==> config.mk <==
export PLATFORM = sky130hd
export DESIGN_NAME = dead_time_inserter
export DESIGN_NICKNAME = d
export VERILOG_FILES = /design/src/rtl/dead_time_inserter.sv
export SDC_FILE = /design/constraint.sdc
export NUM_CORES = 1
export LEC_CHECK = 0
export ABC_AREA = 1
export CAP_MARGIN = 20
export CORE_UTILIZATION = 52
export CTS_CLUSTER_DIAMETER = 30
export DETAILED_ROUTE_END_ITERATION = 10
export MAX_ROUTING_LAYER = met4
export PLACE_DENSITY_LB_ADDON = 0.2
export SLEW_MARGIN = 15
export SYNTH_ARGS = -nofsm -noshare
export SYNTH_HDL_FRONTEND = slang
export SYNTH_SLANG_ARGS = --single-unit
==> constraint.sdc <==
create_clock -name clk -period 1.5 [get_ports clk]
set_clock_uncertainty 0.2 [all_clocks]
set_input_delay 0.3 -clock clk [delete_from_list [all_inputs] [get_ports clk]]
set_output_delay 0.3 -clock clk [all_outputs]
set_load 0.05 [all_outputs]
==> src/rtl/dead_time_inserter.sv <==
// Three-phase dead-time inserter. Each phase has its own FSM that turns the
// modulator's {hi,lo} switch command into gate drives. Whenever a phase
// changes between HI and LO, both gates stay off for DT_CYCLES clocks, so the
// two switches of a leg can never conduct at the same time.
// Gate outputs come only from registered state. Nothing from in*/en reaches
// g* combinationally, and the value 2'b11 can never be produced.
module dead_time_inserter #(
  parameter int DT_CYCLES = 8,
  parameter int CNT_W     = 8
) (
  input  logic       clk,
  input  logic       rst,      // asynchronous, active-low
  input  logic       en,
  input  logic [1:0] in1,
  input  logic [1:0] in2,
  input  logic [1:0] in3,
  output logic [1:0] g1,
  output logic [1:0] g2,
  output logic [1:0] g3,
  output logic [2:0] illegal
);

  typedef enum logic [1:0] {
    ST_OFF  = 2'd0,
    ST_HI   = 2'd1,
    ST_LO   = 2'd2,
    ST_DEAD = 2'd3
  } state_t;

  // Count value on the last cycle of the dead interval. The DEAD state is
  // entered with cnt=0, so DT_CYCLES cycles of 00 are produced in total.
  localparam logic [CNT_W-1:0] DT_LAST = CNT_W'(DT_CYCLES - 1);

  logic [2:0][1:0] cmd_w;
  logic [2:0][1:0] gate_w;

  assign cmd_w[0] = in1;
  assign cmd_w[1] = in2;
  assign cmd_w[2] = in3;

  assign g1 = gate_w[0];
  assign g2 = gate_w[1];
  assign g3 = gate_w[2];

  for (genvar gi = 0; gi < 3; gi++) begin : g_phase
    state_t           state_q, state_d;
    logic [CNT_W-1:0] cnt_q, cnt_d;
    logic [1:0]       gate_q, gate_d;
    logic             ill_q, ill_d;
    logic             req_hi, req_lo;

    // Effective request: with en low, or for 00/11, the request is off.
    always_comb begin
      req_hi = en && (cmd_w[gi] == 2'b10);
      req_lo = en && (cmd_w[gi] == 2'b01);
    end

    // Next-state, dead-time counter, gate decode and sticky illegal flag.
    always_comb begin
      state_d = state_q;
      cnt_d   = cnt_q;
      ill_d   = ill_q | (cmd_w[gi] == 2'b11);
      unique case (state_q)
        ST_OFF: begin
          // Gates are already off, so either side may switch on at once.
          if (req_hi) begin
            state_d = ST_HI;
          end else if (req_lo) begin
            state_d = ST_LO;
          end
        end
        ST_HI: begin
          if (!req_hi) begin
            state_d = ST_DEAD;
            cnt_d   = '0;
          end
        end
        ST_LO: begin
          if (!req_lo) begin
            state_d = ST_DEAD;
            cnt_d   = '0;
          end
        end
        ST_DEAD: begin
          // The timer keeps running whatever the request does. The
          // request is only looked at on the final edge.
          if (cnt_q != DT_LAST) begin
            cnt_d = cnt_q + 1'b1;
          end else if (req_hi) begin
            state_d = ST_HI;
          end else if (req_lo) begin
            state_d = ST_LO;
          end else begin
            state_d = ST_OFF;
          end
        end
        default: begin
          state_d = ST_OFF;
        end
      endcase

      // The gate register is loaded from the state it is entering, so the
      // output always matches the registered state.
      unique case (state_d)
        ST_HI:   gate_d = 2'b10;
        ST_LO:   gate_d = 2'b01;
        default: gate_d = 2'b00;
      endcase
    end

    // Phase state registers. Reset clears them without waiting for clk.
    always_ff @(posedge clk or negedge rst) begin
      if (!rst) begin
        state_q <= ST_OFF;
        cnt_q   <= '0;
        gate_q  <= 2'b00;
        ill_q   <= 1'b0;
      end else begin
        state_q <= state_d;
        cnt_q   <= cnt_d;
        gate_q  <= gate_d;
        ill_q   <= ill_d;
      end
    end

    assign gate_w[gi]  = gate_q;
    assign illegal[gi] = ill_q;
  end

endmodule

# Word level (Yosys, flattened, before mapping)
# Cells that the tools add are included.
[op_classes] bitwise=3 n_reduce_logical=15 eq_ne=36 n_addsub=3 n_mux=39
[ops] cell="2-to-1 mux 8 bit" n=9
[ops] cell="case mux 8 bit (3 select lines)" n=3
[ops] cell="2-to-1 mux 2 bit" n=21
[ops] cell="equality test 2 bit, second input constant" n=15
[ops] cell="adder 8 x 1 -> 8 bit, second input constant" n=3
[ops] cell="!= test 8 x 3 -> 1 bit, second input constant" n=3
[ops] cell="case mux 2 bit (4 select lines)" n=3
[ops] cell="equality test 2 x 1 -> 1 bit, second input constant" n=9
[ops] cell="!= test 2 bit, second input constant" n=9
[ops] cell="case mux 2 bit (2 select lines)" n=3
[ops] cell="AND reduction 4 bit" n=3
[ops] cell="nonzero test 3 bit" n=3
[ops] cell="logical AND 1 bit" n=6
[ops] cell="logical NOT 2 bit" n=3
[ops] cell="OR 1 bit" n=3
[word_totals] elab_cells=108 reg_bits=39 output_inout_bits=9 in_bits=9

# Longest topological paths before layout
[logic_depth] ltp_word=8 mapped_depth=10 depth_no_buf=9

# Worst setup path before layout
# No wires, ideal clock.
[synth_timing] path_type="register to register" start="register g_phase[1].cnt_q[0]" end="register g_phase[1].cnt_q[5]" arrival_time_ns=1.252 slack_ns=-0.074 stages_incl_launch_ff=11 required_time_ns=1.177 cell_sequence="dfrtp_1 ha_1 nand2_1 inv_2 nand2_1 nor2_1 nand2_1 nand3b_4 buf_8 nand2_1 o21ai_2"
[synth_via] elab_chain_cells=3 word_cells_on_any_way=6 classes_between="add/sub: 1; eq/ne: 2; mux: 2; reduce/logical: 1"
[synth_lines] element="start, declared" line_no="47" source="logic [CNT_W-1:0] cnt_q, cnt_d;"
[synth_lines] element="start signal, assigned" line_no="120" source="cnt_q <= cnt_d;"
[synth_lines] element="adder 8 x 1 -> 8 bit or != test 8 x 3 -> 1 bit (tied branches)" line_no="88, 87"
[synth_lines] element="2-to-1 mux 8 bit or != test 2 bit (tied branches)"
[synth_lines] element="case mux 8 bit (3 select lines) or AND reduction 4 bit (tied branches)"
# Several ways; a longest one is shown, not always the timed one. The select of a mux whose other input is x is not followed.
# A chain may end at the register's enable or synchronous reset.

# Final worst setup path
[layout_timing] start="input en" end="register g_phase[2].cnt_q[7]"
[layout_via] elab_chain_cells=3 word_cells_on_any_way=5 classes_between="eq/ne: 2; reduce/logical: 3"
[layout_lines] element="start, declared" line_no="13" source="input logic en,"
[layout_lines] element="logical AND 1 bit (on tied branches)" line_no="55, 54"
[layout_lines] element="!= test 2 bit (no line)"
[layout_lines] element="AND reduction 4 bit (no line) *"
[layout_lines] element="end signal, assigned" line_no="120"
[layout_lines] element="end, declared" line_no="47"
# Mark *: on every way between the ends. The rest lies on a longest branch, timed or not.

==> reports/results.env <==
SETUP.WORST_PATH.START_CLASS='input port'
DR_TOTAL_VIAS=2244
SYN_AREA_UM2=2266
CRIT_PATH_MAX_INCR_DELAY_NS=0.41
SYNTHTOPCELLSBYCOUNT='73 x sky130_fd_sc_hd__nand2_1, 39 x sky130_fd_sc_hd__dfrtp_1, 33 x sky130_fd_sc_hd__inv_1'
SETUP_VIOL_COUNT_FINAL=31
CP_COMMON_CELL='sky130_fd_sc_hd__nand2_1'
FIN_CRIT_NS=1.636
SYNTH-WARNING-COUNT=0
CORE_UM2=4086
CLK_PIN_SLEW_NS=0.08
AREA_DELTA_SYNTH_FINAL_PCT=50.19
RUN_STATUS='finished with violations'
YS_SEQ_AREA_SHARE_PCT=43.07
FINAL_MAX_SLEW_VIOL_COUNT=0
CRITICAL-PATH-SLOWEST-CELL='sky130_fd_sc_hd__dlygate4sd2_1'
CRITICAL_PATH_ARRIVAL_NS=1.67
WORST-ENDPOINT-REQUIRED_NS=1.54
DRTANTENNAVIOLNETS=0
GRT_PASS1_WL_MM=9.660
LAYOUT_SETUP_WS_NS=-0.1358
GRT_USE_TOTAL_PCT=29.95
NUMBER_OF_GLOBAL_ROUTE_VIAS_BEFORE_REPAIR=2216
FILLERINSTANCES=241
POST_SYNTH.CELL_AREA_AVG_UM2=7.895
SYNTH.TOP_CELL.AREA_SHARE_PCT=43.07
CRIT-REG2REG-LAUNCH='g_phase[2].state_q[0]'
HOLD_VIOLATIONS=0
FAILED_CHECKS='setup timing'
YS_FF_LATCH=39
YS_ASYNC_SR_FRACTION_PCT=100.0
NUM_CTS_BUFFERS=5
POWER_DENSITY_nW_PER_UM2=1720
WORSTMARGINPINSLEW_NS=0.3704
DIE_HEIGHT_UM=68.01
TOTAL_CONGESTION_OVERFLOW_AFTER_GLOBAL_ROUTING=0
POST-ROUTE-CELL-AREA_UM2=3403
SYN-NUM-NETS=303
YOSYS.CELL_COUNT.TOP_TYPE='sky130_fd_sc_hd__nand2_1'
NUMCLOCKSINKS=39
POST_DRT_VIA_CELL_RATIO=5.514
PIN_COUNT=18
RSZ0062_AT_GRT='true'
H-TREE-DEPTH=2
YS_TYPES=33
POST_ROUTE_CELLS_DRIVE_ABOVE_1_SHARE_PCT=43.14
P_TOTAL_mW=5.853
HOLD_WS_NS=0.2960
TNS_NS=-2.615
DP_HPWL_MM=3.521
DIE-WIDTH_UM=68.01
SYNTH_AREA_LEADERS='sky130_fd_sc_hd__dfrtp_1 43%, sky130_fd_sc_hd__nand2_1 12%, sky130_fd_sc_hd__inv_1 5.5%'
FIN_NETS=372
CRITICAL_PATH.CELL_CHAIN='dlygate4sd2_1, nand2_1, nor2_2, nand2_2, o21ai_2, inv_2, buf_12, nand3b_4, nand2_1, nand2_1'
SYNTH_TOP_CELL_BY_AREA='sky130_fd_sc_hd__dfrtp_1'
SYNTH_CELLS=287
COUNT_OF_INPUT_AND_OUTPUT_BUFFERS=17
MAX_CAP_VIOL_COUNT=0
MAX_FREQ_MHz=611.3
CTS_MAX_PATH_BUFFERS=2
GPL.FINAL_WEIGHTED_CONGESTION=0.9726
WORST_REL_SLEW_SLACK_PCT=75.12
DR.PASS1.ITERS=4
DETAILEDROUTE.FIRSTITERATIONVIOLATIONS=144
NUMBER_OF_INSERTED_DIODES=0
FIN_UTIL_PCT=83.28
NUM_ROWS=23
CRITICAL_PATH.ENDPOINT_TYPE='flop'
TIMING.HOLD.WORST.CLASS='in -> async'
FINAL.PERIOD_UTILIZATION_PCT=109.1
CELLLEAKAGEPOWER_nW=1.641
CRITICALPATHCATEGORY='in -> reg'
NUMBER_OF_SYNTHESIZED_FLOPS_WITH_AN_ENABLE_PIN=0
GRT_START_MAX_NET_PINS=40
WORSTSETUPSTARTPOINT='en'
PLACEMENT_STAGE_CELL_AREA_UM2=2853
DIE_AREA_UM2=4625
ROUTED_WL_MM=6.554
ROUTED_WIRE_LENGTH_PER_INSTANCE_UM=16.10
DRT_DRC_VIOLATIONS_LEFT=0
CLOCK_INSERTION_DELAY_WORST_SKEW_NS=0.30
TRITONCTS_CLOCK_TREE='yes'
GRT_ANTENNA_BEFORE_REPAIR=0
FLOORPLAN.INITIALDENSITY_PCT=55.45
CRITPATHMAXFANOUT=7
WORST_IR_DROP_VDD_mV=1.209
SYNTH-MAIN-FF-CELL='sky130_fd_sc_hd__dfrtp_1'
CRIT_BUF_INV=3
CATEGORY_OF_CELLS_ACCOUNTING_FOR_THE_LARGEST_SHARE_OF_CRITICAL_PATH_DELAY='simple AND/OR/NAND/NOR gates'
CTS_ROOT_BUFFER='sky130_fd_sc_hd__clkbuf_8'
## power breakdown
part	internal [mW]	switching [mW]	total, mW	leakage (nW)
Clock	0.319	0.403	0.722	0.0477
Sequential	1.38	0.360	1.74	0.470
Combinational	1.60	1.79	3.39	1.12
## sequential cells by signal, indices dropped and copies added (netlist names)
register,flops
g2,2
g_phase.state_q,6
g1,2
g3,2
g_phase.cnt_q,24
g_phase.ill_q,3
## area by class of cell
class	instances	area (µm²)	area share [%]
repair buffers	66	654.4	19.23
inverters	37	146.4	4.301
clock inverters	3	15.01	0.4412
clock buffers	5	68.82	2.022
flip-flops and latches	39	980.9	28.82
well taps	50	62.56	1.838
multi-input cells	207	1475	43.35
## per-layer routing
| layer | part of all wire, % | global-route usage, % |
|---|---|---|
| met5 | 0 | - |
| met4 | 3.8 | 15.36 |
| met3 | 3.7 | 7.167 |
| met2 | 54 | 50.86 |
| met1 | 39 | 32.28 |
## logic make-up after synthesis
kind of cell | synth area share [%]
AND/OR/NAND/NOR | 31.03
buffers and inverters | 8.172
flip-flops | 43.07
AO/OA/AOI/OAI | 9.995
XOR/XNOR | 3.866
adder cells (fa/ha/maj) | 3.865
## cells in the final DEF, fill, tap and decap left out, drive strengths merged, types with 2 or more instances in the layout
cell	netlist	routed
clkinv	0	3
nor3	8	8
nor2	29	29
dlygate4sd2	0	3
ha	7	7
nand2	75	75
o21bai	3	3
nand4	3	3
xor2	8	8
a21oi	8	8
o21ai	23	23
nand3	26	26
buf	5	58
inv	37	37
clkdlybuf4s50	0	4
or2	6	6
nand3b	2	4
clkbuf	1	5
xnor2	2	2
dfrtp	39	39
## worst reg2reg max path, cell delays in order, from the launching register on
cell,delay [ns]
sky130_fd_sc_hd__dfrtp_2,0.47
sky130_fd_sc_hd__inv_4,0.08
sky130_fd_sc_hd__ha_4,0.17
sky130_fd_sc_hd__inv_2,0.06
sky130_fd_sc_hd__o21ai_2,0.05
sky130_fd_sc_hd__inv_2,0.10
sky130_fd_sc_hd__buf_12,0.12
sky130_fd_sc_hd__nand3b_4,0.11
sky130_fd_sc_hd__nand2_1,0.10
sky130_fd_sc_hd__nand2_1,0.06
## stage by stage
stage,setup slack (ns),cells
finish,-0.1358,407
global route,-0.1845,407
CTS,-0.07039,402
detailed placement,-0.4570,385
global placement,-0.4318,385
floorplan,-0.03716,287
## path summary, 6_finish.rpt
path | end | slack, ns | depth (start not counted)
setup / recovery | g_phase[2].cnt_q[7] | -0.14 | 10
hold / removal | g_phase[0].cnt_q[6] | 0.30 | 3
setup reg to reg | g_phase[2].cnt_q[7] | -0.12 | 9
hold reg to reg | g_phase[1].cnt_q[7] | 0.30 | 2
max in group asynchronous | g_phase[2].state_q[1] | 0.59 | 3
min in group clk | g_phase[1].cnt_q[7] | 0.30 | 2
## repair_timing
item                                    CTS  global route
gates cloned                              2             0
setup buffers                             6             5
gates resized for setup                  46            41
endpoints found under the hold margin    39             0
endpoints found under the setup margin   33            35
pin swaps                                16            25
hold buffers                              1             0
Power figures use the tool's default switching activity.
